### config.mk
export PLATFORM = sky130hd
export DESIGN_NAME = hi_sim_multimode
export DESIGN_NICKNAME = d
export VERILOG_FILES = /design/src/rtl/hi_sim_pkg.sv /design/src/rtl/hi_hyst_cmp.sv /design/src/rtl/hi_sim_multimode.sv
export SDC_FILE = /design/constraint.sdc
export NUM_CORES = 1
export LEC_CHECK = 0
export BUFFER_PORTS_ARGS = -buffer_cell sky130_fd_sc_hd__buf_2
export CORE_ASPECT_RATIO = 0.75
export CORE_MARGIN = 2
export CORE_UTILIZATION = 53
export CTS_CLUSTER_DIAMETER = 40
export CTS_CLUSTER_SIZE = 40
export DETAILED_ROUTE_END_ITERATION = 8
export PLACE_DENSITY = 0.78
export REMOVE_ABC_BUFFERS = 1
export SKIP_CTS_REPAIR_TIMING = 1
export SLEW_MARGIN = 20
export SYNTH_ARGS = -nofsm -noshare
export SYNTH_HDL_FRONTEND = slang
export SYNTH_SLANG_ARGS = --single-unit
### constraint.sdc
create_clock -name ck_1356meg -period 2.1 [get_ports ck_1356meg]
set_input_delay 0.105 -clock ck_1356meg [delete_from_list [all_inputs] [get_ports ck_1356meg]]
set_output_delay 0.105 -clock ck_1356meg [all_outputs]
set_load 0.01 [all_outputs]
### src/rtl/hi_sim_pkg.sv
// Shared mode encodings and the mode-to-divider-index mapping for hi_sim_multimode.
// HI_SIM_MANCHESTER_EN adds the Manchester 424K mode (k=5).
package hi_sim_pkg;

    localparam logic [2:0] MOD_NONE       = 3'b000;
    localparam logic [2:0] MOD_BPSK       = 3'b001;
    localparam logic [2:0] MOD_212K       = 3'b010;
    localparam logic [2:0] MOD_MANCH_424K = 3'b011;
    localparam logic [2:0] MOD_424K       = 3'b100;
    localparam logic [2:0] MOD_424K_8BIT  = 3'b101;
    localparam logic [2:0] MOD_848K       = 3'b110;

    // Divider bit that forms the SSP bit clock for a given mode.
    function automatic logic [2:0] mode_k(input logic [2:0] mode);
        case (mode)
            MOD_212K:       return 3'd5;
            MOD_424K_8BIT:  return 3'd7;
`ifdef HI_SIM_MANCHESTER_EN
            MOD_MANCH_424K: return 3'd5;
`endif
            default:        return 3'd4;
        endcase
    endfunction

endpackage

### src/rtl/hi_hyst_cmp.sv
// Hysteresis comparator on the peak-detector ADC sample: set at or above
// hyst_hi, clear at or below hyst_lo, hold in between.
module hi_hyst_cmp #(
    parameter int unsigned            ADC_W   = 8,
    parameter logic [ADC_W-1:0]       HYST_HI = ADC_W'(8'hE0),
    parameter logic [ADC_W-1:0]       HYST_LO = ADC_W'(8'h1F)
) (
    input  logic             clk,
    input  logic             reset,
    input  logic [ADC_W-1:0] adc_d,
    output logic             after_hyst
);

    always_ff @(posedge clk) begin
        if (reset) begin
            after_hyst <= 1'b0;
        end else if (adc_d >= HYST_HI) begin
            after_hyst <= 1'b1;
        end else if (adc_d <= HYST_LO) begin
            after_hyst <= 1'b0;
        end
    end

endmodule

### src/rtl/hi_sim_multimode.sv
// HF ISO 14443 tag simulator: load modulation on pwr_oe1/pwr_oe4, hysteresis
// demod bitstream to SSP. HI_SIM_MANCHESTER_EN enables mode 3'b011.
module hi_sim_multimode
    import hi_sim_pkg::*;
#(
    parameter int unsigned      ADC_W      = 8,
    parameter logic [ADC_W-1:0] HYST_HI    = ADC_W'(8'hE0),
    parameter logic [ADC_W-1:0] HYST_LO    = ADC_W'(8'h1F),
    parameter int unsigned      DIV_W      = 8,
    parameter int unsigned      FRAME_BITS = 8
) (
    input  logic             ck_1356meg,
    input  logic             reset,
    input  logic [ADC_W-1:0] adc_d,
    input  logic [2:0]       mod_type,
    input  logic             ssp_dout,
    output logic             adc_clk,
    output logic             ssp_clk,
    output logic             ssp_frame,
    output logic             ssp_din,
    output logic             pwr_oe1,
    output logic             pwr_oe4,
    output logic             pwr_hi,
    output logic             pwr_lo,
    output logic             pwr_oe2,
    output logic             pwr_oe3,
    output logic             dbg
);

    localparam int unsigned CW = $clog2(FRAME_BITS);

    logic [DIV_W-1:0] div;
    logic [DIV_W-1:0] low_mask;
    logic [2:0]       mode_q;
    logic [2:0]       k;
    logic [CW-1:0]    to_arm;
    logic [CW-1:0]    from_arm;
    logic             after_hyst;
    logic             tx_bit;
    logic             low_ones;
    logic             rise;
    logic             fall;
    logic             mode_chg;
    logic             m;
    logic             mod_q;

    hi_hyst_cmp #(
        .ADC_W   (ADC_W),
        .HYST_HI (HYST_HI),
        .HYST_LO (HYST_LO)
    ) u_hyst (
        .clk        (ck_1356meg),
        .reset      (reset),
        .adc_d      (adc_d),
        .after_hyst (after_hyst)
    );

    // Strobes fire on the last cycle of each ssp_clk half-period.
    always_comb begin
        k        = mode_k(mod_type);
        low_mask = ~({DIV_W{1'b1}} << k);
        low_ones = ((div & low_mask) == low_mask);
        rise     = low_ones & ~div[k];
        fall     = low_ones &  div[k];
        mode_chg = (mod_type != mode_q);
    end

    always_comb begin
        m = 1'b0;
        case (mod_type)
            MOD_BPSK:                m = tx_bit ^ div[3];
            MOD_212K:                m = tx_bit & div[5];
            MOD_424K, MOD_424K_8BIT: m = tx_bit & div[4];
            MOD_848K:                m = tx_bit & div[3];
`ifdef HI_SIM_MANCHESTER_EN
            MOD_MANCH_424K:          m = div[4] & (tx_bit ? ~div[5] : div[5]);
`endif
            default:                 m = 1'b0;
        endcase
    end

    always_ff @(posedge ck_1356meg) begin
        if (reset) begin
            div      <= '0;
            mode_q   <= mod_type;
            ssp_clk  <= 1'b0;
            ssp_din  <= 1'b0;
            to_arm   <= '0;
            from_arm <= '0;
            tx_bit   <= 1'b0;
            mod_q    <= 1'b0;
        end else begin
            div     <= div + DIV_W'(1);
            mode_q  <= mod_type;
            ssp_clk <= div[k];
            if (rise) begin
                ssp_din <= after_hyst;
            end
            // A mode change restarts framing and silences the load; it beats any strobe.
            if (mode_chg) begin
                to_arm   <= '0;
                from_arm <= '0;
                tx_bit   <= 1'b0;
                mod_q    <= 1'b0;
            end else begin
                mod_q <= m;
                if (rise) begin
                    to_arm <= to_arm + CW'(1);
                end
                if (fall) begin
                    from_arm <= from_arm + CW'(1);
                    tx_bit   <= ssp_dout;
                end
            end
        end
    end

    assign ssp_frame = (mod_type == MOD_NONE) ? (to_arm == '0) : (from_arm == '0);
    assign pwr_oe1   = mod_q;
    assign pwr_oe4   = mod_q;
    assign adc_clk   = ck_1356meg;
    assign dbg       = ssp_din;
    assign pwr_hi    = 1'b0;
    assign pwr_lo    = 1'b0;
    assign pwr_oe2   = 1'b0;
    assign pwr_oe3   = 1'b0;

endmodule
### Yosys cells after proc, flatten, opt, wreduce, memory -nomap -nowiden

Index checks and enable logic that the tools add are counted.

| operators by class | value |
|---|---|
| $add $sub $neg | 3 |
| order comparisons | 3 |
| equal/unequal tests | 7 |
| shifts and indexed selects | 1 |
| muxes and demuxes | 7 |
| bitwise logic cells | 9 |
| reductions and logical operators | 6 |

Operators by type and width:

| operator | count |
|---|---|
| equality test 3 bit, second input constant | 3 |
| zero test 3 bit | 3 |
| adder 8 x 1 -> 8 bit, second input constant | 1 |
| bitwise AND 8 bit | 1 |
| equality test 8 bit | 1 |
| >= comparator 8 bit, second input constant | 1 |
| less-or-equal comparator 8 x 5 -> 1 bit, second input constant | 1 |
| NOT 8 bit | 1 |
| left shift 8 x 3 -> 8 bit, first input constant | 1 |
| adder 3 x 1 -> 3 bit, second input constant | 2 |
| bitwise AND 1 bit | 5 |
| less-than comparator 3 x 4 -> 1 bit, second input constant | 1 |
| 2-to-1 mux 1 bit | 4 |
| one-hot mux 1 bit (4 select lines) | 1 |
| one-hot mux 2 bit (2 select lines) | 1 |
| OR reduction 2 bit | 2 |
| binary-select mux 1 bit (select 3 bit) | 1 |
| equality test 3 x 1 -> 1 bit, second input constant | 1 |
| equality test 3 x 2 -> 1 bit, second input constant | 1 |
| inequality test 3 bit | 1 |
| nonzero test 2 bit | 1 |
| NOT 1 bit | 1 |
| bitwise XOR 1 bit | 1 |

| storage, ports and cells | value |
|---|---|
| flip-flop bits (word level) | 22 |
| input port bits | 14 |
| output and inout bits | 11 |
| logic and storage cells | 45 |

### Longest topological paths before layout

| depth | value |
|---|---|
| word-level depth | 7 |
| mapped depth | 6 |
| depth with buffers taken out | 6 |

### Hierarchy

From an unflattened synthesis, not the netlist that was laid out.

| unflattened totals | value |
|---|---|
| cell total of the unflattened synthesis | 132 |
| area total of the unflattened synthesis | 1,213.7 um^2 |

By module, submodules not included:

| module | instances | cells an instance | area an instance (um^2) |
|---|---|---|---|
| hi_sim_multimode | 1 | 127 | 1,171.1 |
| hi_hyst_cmp | 1 | 5 | 42.5 |

==> impl_metrics.py <==
metrics = {
    "run_status": {
        "status": "finished with violations",
        "violations": "design-rule violations",
    },
    "clock_tree": {
        "clock_latency_ns": 0.42,
        "clkTransAtPathRegs_ns": 0.12,
        "cts_tree": "yes",
    },
    "routing": {
        "num_vias": 863,
        "drt_iter0_drc": 16,
        "wirelength_microns": 2070,
        "ant_nets": 0,
        "via_per_inst": 5.17,
        "drtPass1Iterations": 6,
        "drt-wirelength-per-cell_microns": 12.4,
        "route.detailed.drc": 4,
    },
    "timing": {
        "maxSlewViolCount": 0,
        "setup_violations": 0,
        "layout_min_cycle_time_ns": 1.80,
        "finalCritPeriodShare_pct": 85.9,
        "max_freq_mhz": 554,
        "skew_ns": 0.00146,
        "final.setup.tns_ns": 0,
        "hold_viol_final": 0,
        "rsz0062_at_grt": "no",
    },
    "power": {
        "power_leakage_uw": 0.000547,
        "p_clk_share_pct": 45.4,
        "p_sw_uw": 217,
        "p_comb_share_pct": 9.2,
        "ir_drop_mv": 0.468,
        "p_seq_share_pct": 45.5,
        "internal_power_uw": 736,
        "power_density_mw_per_mm2": 706,
        "p_sw_share_pct": 22.8,
    },
    "logic_synthesis": {
        "ys_ff_latch": 22,
        "ys_warn_count": 0,
        "synth-main-ff-cell": "dfxtp_1",
        "avgSynthCellArea_sq_um": 9.63,
        "netlist.area_leader.share_pct": 37.2,
        "yosysTopAreaCell": "dfxtp_1",
        "synthArstFlopShare_pct": 0,
        "ys_types": 35,
        "synth.top_cells.by_area": "dfxtp_1, nor2_1, ha_1, buf_4, xnor2_1",
        "synth_edf_count": 0,
        "seq_area_frac_synth_pct": 37.2,
        "netlist_area_sq_mm": 0.00118,
        "synthesis.instances": 123,
    },
    "global_route": {
        "grt_use_total_pct": 18.3,
        "grt_pass1_vias": 847,
        "grt_pass1_wl_microns": 3590,
        "grt_overflow": 0,
        "antenna_found_initial": 0,
        "grt_max_degree": 15,
    },
    "die": {
        "die_y_microns": 45.0,
        "fp.dieArea_sq_mm": 0.00263,
        "initial_utilization_pct": 57.3,
        "coreArea_sq_mm": 0.00207,
        "num_rows": 14,
        "num_io_pins": 25,
        "die_w_microns": 58.6,
    },
    "final_layout": {
        "final_nets": 163,
        "drive_gt1_share_pct": 24.5,
        "layout.area.seq_sq_um": 440,
        "fillers": 163,
        "area_growth_pct": 13.8,
        "antenna_cells": 0,
        "stdcell_count": 167,
        "multiInputGateArea_sq_um": 632,
    },
    "placement": {
        "hpwl_microns": 1470,
        "io_buffers": 15,
        "place_congestion": 0.847,
        "dp_cells": 153,
    },
    "critical_path": {
        "r2r_cells": 5,
        "rr_startpoint": "div[4]",
        "crit_buf_inv": 2,
        "ff2ff_setup_slack_ns": 0.31,
        "worst_r2r_endpoint": "from_arm[2]",
        "endpoint": "to_arm[2]",
        "path_max_fanout": 14,
        "crit_path_end_kind": "register",
        "critPathLaunch": "mod_type[1]",
        "critical-path-max-stage-delay_ns": 0.52,
        "worst-setup-path-type": "primary input to register",
        "startpoint_type": "primary input",
        "critPathArrivalTime_ns": 2.14,
        "crit_family": "compound AO/OA/AOI/OAI gates",
        "cp_cell_sequence": "dlygate4sd3_1, buf_2, nor4b_2, a311oi_4, a211oi_4, a211oi_1, a31o_2",
        "worst-path-stages": 7,
        "critPathRequiredTime_ns": 2.43,
        "slowest_stage": "dlygate4sd3_1",
    },
    "min_path": {
        "hold_path_class": "clock port to output pin",
    },
    "job": {
        "max-cap-violations": 0,
    },
}
[metrics by stage]
step                      cell area (sq um)  hold slack, ns  total power, uW  setup slack, ns  util [%]
final                                  1350           0.424              953            0.296      65.3
after CTS                              1280          -0.102              948            0.319      61.9
after floorplan                        1100           0.105              488            0.487         -
after global routing                   1350           0.441              997            0.206      65.3
after detailed placement               1200           0.206              548            0.354      58.2
after global placement                 1200           0.206              544            0.369      58.2
[power by group through the flow]
| stage | Sequential, uW | Clock [uW] | Combinational (uW) |
|---|---|---|---|
| 2_1_floorplan | 442 | 0 | 45.3 |
| 3_3_place_gp | 442 | 28.8 | 72.7 |
| 3_5_place_dp | 443 | 28.8 | 76.2 |
| 4_1_cts | 433 | 438 | 76.6 |
| 5_1_grt | 435 | 466 | 96.0 |
| 6_report | 433 | 432 | 87.5 |
[synth_stat cells, types with 3 or more instances]
master,number
dfxtp_1,22
nor2_1,17
buf_4,8
inv_1,7
nand2_1,6
xnor2_1,6
ha_1,5
xor2_1,5
a21oi_1,4
mux2i_1,4
o21ai_0,4
a31o_2,3
buf_6,3
[metal layers]
metal,global-route usage [%],up-vias,part of all wire [%]
li1,-,441,-
met2,31.0,25,46
met5,0,-,0
met3,6.59,6,5.3
met1,21.1,391,47
met4,8.18,0,1.5
[area by class of cell]
type                       count  area share [%]
clock inverter                 1            2.23
multi-input combinational     85            46.8
tap                           24            2.23
sequential                    22            32.7
clock buffer                   7            3.71
timing repair buffer          21            10.4
inverter                       7            1.95
[worst register-to-register path, stage by stage, from the launching register on]
cell and delay (ns):
dfxtp_1 0.48, and2b_2 0.28, o21ai_2 0.29, nand4_4 0.20, or3_1 0.35, a21oi_1 0.13
[cells by family (layout without fill, tap and decap cells)]
| kind of cell | after synthesis | count (layout) | synth area share, % |
|---|---|---|---|
| flops | 22 | 22 | 37.2 |
| fa+ha+maj | 5 | 5 | 5.28 |
| other cells | 1 | 4 | 0.316 |
| simple gates | 39 | 39 | 19.1 |
| buf+inv | 19 | 36 | 10.5 |
| compound gates | 22 | 22 | 16.2 |
| mux | 4 | 4 | 3.38 |
| xor+xnor | 11 | 11 | 8.13 |
[cell usage in the layout (no fill, tap or decap)]
master,n
a211oi_1,2
a211oi_4,2
a21boi_0,1
a21o_1,2
a21oi_1,4
a311oi_4,1
a31o_2,3
a31oi_1,1
and2b_2,2
and3_1,1
and4bb_2,1
buf_2,15
bufinv_16,1
clkbuf_4,6
conb_1,4
dfxtp_1,22
dlygate4sd3_1,7
ha_1,5
inv_1,7
mux2i_1,4
nand2_1,6
nand3_1,2
nand3b_1,1
nand4_4,1
nor2_1,17
nor2b_1,1
nor3_1,1
nor3b_1,2
nor4b_2,1
o21ai_0,4
o21ai_2,1
o22ai_1,1
or3_1,2
or4_4,1
xnor2_1,6
xor2_1,5
[how the worst min path moves through the flow]
| stage | start | endpoint | slack (ns) | depth (start not counted) |
|---|---|---|---|---|
| 6_report | ck_1356meg | adc_clk | 0.42 | 3 |
| 5_1_grt | ck_1356meg | adc_clk | 0.44 | 3 |
| 4_1_cts | adc_d[7] | u_hyst.after_hyst | -0.10 | 3 |
| 3_5_place_dp | ck_1356meg | adc_clk | 0.21 | 1 |
| 3_3_place_gp | ck_1356meg | adc_clk | 0.21 | 1 |
| 2_1_floorplan | ck_1356meg | adc_clk | 0.11 | 0 |
[registers in the layout, indices dropped and copies added (netlist names)]
register,flops
dbg,1
div,8
from_arm,3
mode_q,3
pwr_oe1,1
ssp_clk,1
to_arm,3
tx_bit,1
u_hyst.after_hyst,1
Note: power is estimated with default switching activity, not from simulation.
